==> config.mk <==
export PLATFORM = sky130hd
export DESIGN_NAME = unpack
export DESIGN_NICKNAME = d
export VERILOG_FILES = /design/src/rtl/unpack.sv
export SDC_FILE = /design/constraint.sdc
export NUM_CORES = 1
export LEC_CHECK = 0
export ABC_AREA = 1
export CORE_ASPECT_RATIO = 0.6
export CORE_MARGIN = 4
export CORE_UTILIZATION = 25
export DETAILED_ROUTE_END_ITERATION = 7
export SYNTH_ARGS = -nofsm -noshare
export SYNTH_HDL_FRONTEND = slang
export SYNTH_SLANG_ARGS = --single-unit
==> constraint.sdc <==
create_clock -name i_clk -period 16.9 [get_ports i_clk]
set_clock_uncertainty 0.15 [all_clocks]
set_input_delay 4.225 -clock i_clk [delete_from_list [all_inputs] [get_ports i_clk]]
set_output_delay 4.225 -clock i_clk [all_outputs]
set_load 0.05 [all_outputs]
==> src/rtl/unpack.sv <==
// Packet receiver: hunts for the sync word in a 1-bit serial stream, regroups the
// fixed-length payload into output words and hands them out through a FWFT FIFO.
module unpack #(
    parameter int SIZE_BIT_PACK   = 1976,
    parameter int SIZE_INPUT_BIT  = 1,
    parameter int SIZE_OUTPUT_BIT = 8,
    parameter int SIZE_PREAMBLE   = 32,
    parameter logic [SIZE_PREAMBLE-1:0] PREAMBLE = 32'h1ACFFC1D,
    parameter int MAX_ERR         = 0,
    parameter int FIFO_DEPTH      = 16,
    parameter int LENGTHE_PAYLOAD_WORD = (SIZE_BIT_PACK - SIZE_PREAMBLE) / SIZE_OUTPUT_BIT
) (
    input  logic                       i_clk,
    input  logic                       i_reset_n,
    input  logic [SIZE_INPUT_BIT-1:0]  i_data,
    input  logic                       i_valid_input,
    output logic [SIZE_OUTPUT_BIT-1:0] o_data,
    output logic                       o_valid,
    input  logic                       i_ready_output,
    output logic                       o_sync,
    output logic                       o_pack_done,
    output logic                       o_overflow
);

    localparam int BIT_CW  = (SIZE_OUTPUT_BIT > 1) ? $clog2(SIZE_OUTPUT_BIT) : 1;
    localparam int WORD_CW = $clog2(LENGTHE_PAYLOAD_WORD + 1);
    localparam int AW      = $clog2(FIFO_DEPTH);

    localparam logic [BIT_CW-1:0]  BIT_LAST  = BIT_CW'(SIZE_OUTPUT_BIT - 1);
    localparam logic [WORD_CW-1:0] WORD_LAST = WORD_CW'(LENGTHE_PAYLOAD_WORD - 1);
    localparam logic [AW:0]        FULL_CNT  = (AW + 1)'(FIFO_DEPTH);

    generate
        if ((SIZE_BIT_PACK - SIZE_PREAMBLE) % SIZE_OUTPUT_BIT != 0) begin : g_bad_len
            $error("payload length must be a whole number of output words");
        end
        if (SIZE_INPUT_BIT != 1) begin : g_bad_in
            $error("only a 1-bit serial input is supported");
        end
        if (SIZE_OUTPUT_BIT < 2 || SIZE_PREAMBLE < 2) begin : g_bad_w
            $error("output word and sync word must be at least 2 bits");
        end
        if (FIFO_DEPTH < 2 || (FIFO_DEPTH & (FIFO_DEPTH - 1)) != 0) begin : g_bad_depth
            $error("FIFO_DEPTH must be a power of 2, at least 2");
        end
    endgenerate

    typedef enum logic {HUNT, PAYLOAD} state_t;

    function automatic int err_count(input logic [SIZE_PREAMBLE-1:0] diff);
        int cnt;
        cnt = 0;
        for (int i = 0; i < SIZE_PREAMBLE; i++) begin
            if (diff[i]) cnt++;
        end
        return cnt;
    endfunction

    state_t                     state;
    logic [SIZE_PREAMBLE-1:0]   shreg;
    logic [SIZE_OUTPUT_BIT-1:0] word_reg;
    logic [BIT_CW-1:0]          bit_cnt;
    logic [WORD_CW-1:0]         word_cnt;

    logic [SIZE_PREAMBLE-1:0]   sh_next;
    logic [SIZE_OUTPUT_BIT-1:0] word_next;
    logic                       match;
    logic                       push;

    always_comb begin
        sh_next   = {shreg[SIZE_PREAMBLE-2:0], i_data[0]};
        word_next = {word_reg[SIZE_OUTPUT_BIT-2:0], i_data[0]};
        match     = err_count(sh_next ^ PREAMBLE) <= MAX_ERR;
        push      = (state == PAYLOAD) && i_valid_input && (bit_cnt == BIT_LAST);
    end

    always_ff @(posedge i_clk or negedge i_reset_n) begin
        if (!i_reset_n) begin
            state       <= HUNT;
            shreg       <= '0;
            bit_cnt     <= '0;
            word_cnt    <= '0;
            o_sync      <= 1'b0;
            o_pack_done <= 1'b0;
        end else begin
            o_pack_done <= 1'b0;
            if (i_valid_input) begin
                case (state)
                    HUNT: begin
                        shreg <= sh_next;
                        if (match) begin
                            state    <= PAYLOAD;
                            o_sync   <= 1'b1;
                            bit_cnt  <= '0;
                            word_cnt <= '0;
                        end
                    end
                    PAYLOAD: begin
                        if (bit_cnt == BIT_LAST) begin
                            bit_cnt <= '0;
                            if (word_cnt == WORD_LAST) begin
                                // Clearing the hunt register stops payload tails aliasing a sync word.
                                word_cnt    <= '0;
                                state       <= HUNT;
                                shreg       <= '0;
                                o_sync      <= 1'b0;
                                o_pack_done <= 1'b1;
                            end else begin
                                word_cnt <= word_cnt + WORD_CW'(1);
                            end
                        end else begin
                            bit_cnt <= bit_cnt + BIT_CW'(1);
                        end
                    end
                    default: state <= HUNT;
                endcase
            end
        end
    end

    always_ff @(posedge i_clk) begin
        if (state == PAYLOAD && i_valid_input) word_reg <= word_next;
    end

    logic [SIZE_OUTPUT_BIT-1:0] mem [FIFO_DEPTH];
    logic [AW-1:0]              wr_ptr;
    logic [AW-1:0]              rd_ptr;
    logic [AW:0]                count;
    logic                       full;
    logic                       empty;
    logic                       pop;
    logic                       wr_en;

    always_comb begin
        full  = (count == FULL_CNT);
        empty = (count == '0);
        pop   = i_ready_output && !empty;
        // A pop frees the slot in the same cycle, so a full FIFO can still take a word.
        wr_en = push && (!full || pop);
    end

    always_ff @(posedge i_clk or negedge i_reset_n) begin
        if (!i_reset_n) begin
            wr_ptr     <= '0;
            rd_ptr     <= '0;
            count      <= '0;
            o_overflow <= 1'b0;
        end else begin
            if (wr_en) wr_ptr <= wr_ptr + AW'(1);
            if (pop)   rd_ptr <= rd_ptr + AW'(1);
            if (wr_en && !pop)      count <= count + (AW + 1)'(1);
            else if (pop && !wr_en) count <= count - (AW + 1)'(1);
            if (push && !wr_en) o_overflow <= 1'b1;
        end
    end

    always_ff @(posedge i_clk) begin
        if (wr_en) mem[wr_ptr] <= word_next;
    end

    assign o_valid = !empty;
    assign o_data  = empty ? '0 : mem[rd_ptr];

endmodule

After elaboration in Yosys (flattened, before gate mapping) --
Memory sizes are Yosys's and may differ from the RTL's. Index checks and enable logic that the tools add are counted.
Word-level totals: flip-flop bits (word level) 66, bits in writable memories 128, output and inout bits 12, memories kept 1, word-level logic and storage cells 135
Operators by class: magnitude comparators 1, equality and inequality tests 6, reductions and logical operators 18, mux-type cells 59, bitwise operators 2, $add $sub $neg 37
Memories:
- mem | words 16, bits a word 8, rd ports 1, clocked after Yosys merged registers in 0, write ports 1, line 125 | logic [SIZE_OUTPUT_BIT-1:0] mem [FIFO_DEPTH];
Operators with widths (count):
- adder 32 x 2 -> 32 bit (second input constant) | 31
- 2-to-1 mux 32 bit | 31
- 2-to-1 mux 31 bit | 2
- case mux 31 bit (2 select lines) | 1
- <= comparator 32 x 1 -> 1 bit (second input constant) | 1
- 2-to-1 mux 8 bit | 4
- inverter 19 bit | 1
- case mux 8 bit (2 select lines) | 1
- 2-to-1 mux 1 bit | 13
- 2-to-1 mux 5 bit | 2
- adder 4 x 1 -> 4 bit (second input constant) | 2
- adder 8 x 1 -> 8 bit (second input constant) | 1
- equality test 8 bit (second input constant) | 1
- logical AND 1 bit | 7
- 2-to-1 mux 3 bit | 2
- case mux 3 bit (2 select lines) | 1
- AND reduction 3 bit | 2
- adder 5 x 1 -> 5 bit (second input constant) | 1
- equality test 5 bit (second input constant) | 1
- logical NOT 5 bit | 1
- subtractor 5 x 1 -> 5 bit (second input constant) | 1
- logical NOT 1 bit | 4
- inequality test 2 x 1 -> 1 bit (second input constant) | 2
- case mux 1 bit (2 select lines) | 2
- other kinds (8) | 8

Depth between registers and ports, before layout --
depth in word-level cells 67, gate-level depth with buffers 113, depth with buffers taken out 112

Worst setup path after synthesis --
No wires, ideal clock.
kind input-to-reg, start point in i_data, end point reg word_cnt[5], required time 16.632 ns, data arrival time 18.937 ns, setup slack -2.305 ns, cell stages on the path 110, cells stage by stage inv_1 -> ha_1 -> nand2_1 -> nand2_2 -> ha_1 -> nand2_1 -> nand2_1 -> ha_1 -> or2_2 -> nand2_1 -> inv_1 -> ha_1 -> nand2_1 -> nand2_1 -> ha_1 -> nand2_1 -> nand2_1 -> ha_1 -> (+74 left out) -> o21ai_0 -> ha_1 -> nand2_1 -> nor2_1 -> nand3_1 -> nor2_1 -> nand3_1 -> nand3_1 -> nand3_1 -> nor2_1 -> nand2_1 -> inv_2 -> nand2_4 -> nand2_4 -> nand2_4 -> buf_8 -> nand2_2 -> o21ai_2
On the way: word-level cells in the longest chain between the ends 67
Ends and longest elaborated chain:
- start, declared | line 15 | input logic [SIZE_INPUT_BIT-1:0] i_data,
- inverter 19 bit (no line) *
- 2-to-1 mux 1 bit * | line 54 | if (diff[i]) cnt++;
- adder 32 x 2 -> 32 bit | line 54
- 2-to-1 mux 32 bit * | line 54
- adder 32 x 2 -> 32 bit | line 54
- 2-to-1 mux 32 bit * | line 54
- adder 32 x 2 -> 32 bit | line 54
- 2-to-1 mux 32 bit * | line 54
- (+51 left out)
- 2-to-1 mux 32 bit * | line 54
- adder 32 x 2 -> 32 bit | line 54
- 2-to-1 mux 32 bit * | line 54
- adder 32 x 2 -> 32 bit | line 54
- 2-to-1 mux 32 bit * | line 54
- <= comparator 32 x 1 -> 1 bit * | line 73 | match = err_count(sh_next ^ PREAMBLE) <= MAX_ERR;
- inequality test 2 bit (no line) *
- AND reduction 3 bit (no line) *
- end signal, assigned | line 109 | word_cnt <= word_cnt + WORD_CW'(1);
- end, declared | line 63 | logic [WORD_CW-1:0] word_cnt;
Every way passes the cells marked *; elsewhere a longest branch is shown, timed or not. A chain may end at the register's enable or synchronous reset.

Worst setup path in the final report --
start point in i_data, end point reg bit_cnt[0]
On the way: word-level cells in the longest chain between the ends 67
Ends and longest elaborated chain:
- inverter 19 bit (no line) *
- 2-to-1 mux 1 bit * | line 54
- adder 32 x 2 -> 32 bit | line 54
- 2-to-1 mux 32 bit * | line 54
- adder 32 x 2 -> 32 bit | line 54
- 2-to-1 mux 32 bit * | line 54
- adder 32 x 2 -> 32 bit | line 54
- 2-to-1 mux 32 bit * | line 54
- (+51 left out)
- 2-to-1 mux 32 bit * | line 54
- adder 32 x 2 -> 32 bit | line 54
- 2-to-1 mux 32 bit * | line 54
- adder 32 x 2 -> 32 bit | line 54
- 2-to-1 mux 32 bit * | line 54
- <= comparator 32 x 1 -> 1 bit * | line 73
- inequality test 2 bit (no line) *
- AND reduction 2 bit (no line) *
- end signal, assigned | line 112 | bit_cnt <= bit_cnt + BIT_CW'(1);
- end, declared | line 62 | logic [BIT_CW-1:0] bit_cnt;
Marked as above.

==> metrics.csv <==
stage,metric,value,unit
worst_setup_path,crit_required,17.08,ns
pwr,p_total,1880,µW
detailed_routing,drtIter0Drc,703,
place,pre_cts_ws,-2.72,ns
yosys,synth-seq-cells,194,
worst_setup_path,path_class,input pin to register,
sta,rsz0062_at_grt,true,
detailed_routing,wirelength,32900,µm
status,violations,setup timing,
pwr,cellPowerDensity,113,nW/µm²
final_layout,largest_register,mem,
place,dp_hpwl,23000,µm
global_route,grt_pass1_wl,55300,µm
pwr,ir_drop,0.120,mV
final_layout,final_common_cell,nand2_1,
place,io_buffer_count,16,
pwr,swShare,42.7,%
global_route,grt_usage,11.5,%
clock_tree,htree_levels,4,
worst_setup_path,crit_path_frequent_cell,nand2_4,
clock_tree,clk_latency,0.44,ns
pwr,comb_power_share,47.8,%
yosys,syn_area_per_cell,7.88,µm²
final_layout,fin_util,31.6,%
clock_tree,root_buffer,clkbuf_16,
final_layout,nets,1876,
final_layout,largest_reg_flops,128,
final_layout,final_cell_mix,"nand2_1, inv_1, nor2_1",
sta,relSlewSlack,27.0,%
worst_setup_path,start_kind,input pin,
final_layout,area_delta_synth_final,24.7,%
pwr,p_int,1080,µW
sta,fin_crit,17.89,ns
hold_path,holdCritPathClass,register to register,
worst_setup_path,arrival,18.08,ns
sta,hold_ws,0.356,ns
final_layout,reg.largest.list,"mem x128, shreg x31, word_cnt x8",
global_route,antenna_found_initial,1,
sta,fmax,55.9,MHz
detailed_routing,viasPerCell,4.52,
yosys,yosys.cell_types.count,39,
floorplan,design.core.area,52600,µm²
yosys,syn-num-nets,1740,
detailed_routing,antenna_left,0,
floorplan,die-width,306,µm
worst_setup_path,cpPeakStageDelay,0.29,ns
clock_tree,cts_buffer_depth,2,
global_route,grt_max_degree,68,
worst_setup_path,path_max_fanout,4,
sta,finalSetupViolCount,13,
status,outcome,finished with violations,
floorplan,die_h,187,µm
worst_setup_path,slowest_stage,or2_2,
floorplan,start_util,25.3,%
final_layout,nFillCells,5417,
yosys,synthFlopType,edfxtp_1,
pwr,clkPwrFrac,21.8,%
run,maxCapViolCount,0,
detailed_routing,routedWlPerCell,12.9,µm
detailed_routing,drtPass1Iterations,5,
final_layout,final_cells,2542,
sta,fin_crit_sh,106,%
pwr,p_switching,804,µW
clock_tree,path_clk_slew,0.08,ns
yosys,synthArstFlopShare,30.4,%
place,dp.cells,2481,
final_layout,drive_above_1_share,30.1,%
clock_tree,clkSinkCount,194,
place,gp_congestion,0.826,
pwr,p_leak,0.00698,µW
floorplan,rows,65,
floorplan,io_pins,17,
worst_setup_path,critPathCaptureType,register,
yosys,yosys_warnings,0,
sta,worstMarginPinSlew,1.09,ns
yosys,syn_inst,1690,
clock_tree,tritoncts,built,
sta,finalWorstSetupSlack,-0.995,ns
final_layout,n_antenna_cell,0,
floorplan,die-area,57100,µm²
yosys,syn_area,13300,µm²
pwr,seqPwrFrac,30.4,%
yosys,synth_edf_count,135,
detailed_routing,num_vias,11500,
sta,hold_viol_final,0,
sta,slew_viol_final,0,
detailed_routing,drc,0,
clock_tree,numCtsBuffers,17,
global_route,grt_pass1_vias,11200,
yosys,synth_seq_area_share,41.5,%
global_route,globalRouteOverflowTotal,0,
==> power by group through the flow <==
stage          logic [µW]  registers, µW  clock network (µW)
2_1_floorplan         556            567                   0
3_3_place_gp          779            579                   0
3_5_place_dp          797            581                   0
4_1_cts               836            571                 421
5_1_grt               996            577                 442
6_report              899            572                 411
==> cells in the mapped netlist, types with 2 or more instances <==
library cell	count	area [µm²]
nand2_2	110	688
o21bai_1	2	15.0
o221ai_1	29	254
buf_1	3	11.3
ha_1	44	551
nor2_2	23	144
nand3_2	73	731
nor3_1	6	30.0
o21ai_2	8	70.1
nand3_1	164	821
nand2_4	14	158
nand3b_1	14	105
clkbuf_1	27	101
a21oi_1	16	80.1
nand3_4	3	52.6
nor2_1	203	762
o22ai_1	36	225
inv_1	214	803
dfrtp_1	59	1480
o21ai_0	80	400
inv_2	29	109
xnor2_1	2	17.5
edfxtp_1	135	4050
o21ai_1	6	30.0
or2_2	12	75.1
xor2_1	7	61.3
nand2_1	345	1290
nand4_1	13	81.3
a21o_1	3	22.5
==> through the flow <==
stage          TNS, ns  cell area [µm²]
6_report        -12.76            16600
5_1_grt         -21.12            16600
4_1_cts         -21.41            16100
3_5_place_dp    -34.70            15200
3_3_place_gp    -31.04            15200
2_1_floorplan   -17.66            13500
==> cell type report <==
cell class / instances / area, µm² / area share, %
clock inverters: 14 / 170 / 1.02
multi-input cells: 1222 / 7490 / 45.1
flip-flops and latches: 194 / 5530 / 33.3
repair buffers: 147 / 1170 / 7.05
well taps: 703 / 880 / 5.30
clock buffers: 18 / 429 / 2.58
inverters: 244 / 931 / 5.61
==> repair_timing <==
item                                    in CTS  in global routing
pin swaps                                   34                 73
hold buffers                                 0                  0
endpoints found under the setup margin      13                 13
resized for setup                           29                100
cloned                                       1                  0
setup buffers                               27                  6
==> routing by layer <==
metal / share of wire, % / GRT usage, % / vias to the layer above
li1: - / - / 5885
met1: 51 / 16.5 / 5406
met2: 44 / 18.2 / 173
met3: 4.2 / 2.16 / 18
met4: 0.60 / 1.98 / 2
met5: 0.036 / 0 / -
==> critical path, delay by kind of cell <==
family          cells  cell delay, ns
compound gates      7            0.72
fa+ha+maj          28            6.82
buf+inv            14            0.93
simple gates       61            5.33
==> logic make-up (layout without fill, tap and decap cells) <==
group	count (synthesis)	after routing	share of synthesized area (%)
and+or+nand+nor	984	985	37.3
buffers and inverters	275	423	7.84
DFF	194	194	41.5
AOI/OAI and AO/OA	183	183	8.43
adders and majority gates	45	45	4.28
xor gates and xnor gates	9	9	0.592
==> worst paths after layout <==
| path | from | end | slack [ns] | cells after the start |
|---|---|---|---|---|
| min reg2reg | o_overflow | o_overflow | 0.36 | 1 |
| min | o_overflow | o_overflow | 0.36 | 1 |
| max in group asynchronous | i_reset_n | shreg[5] | 12.19 | 2 |
| min in group asynchronous | i_reset_n | rd_ptr[0] | 3.80 | 2 |
| max | i_data | bit_cnt[0] | -0.99 | 110 |
| max reg2reg | shreg[0] | bit_cnt[0] | 2.45 | 109 |
(Power assumes the default switching activity.)
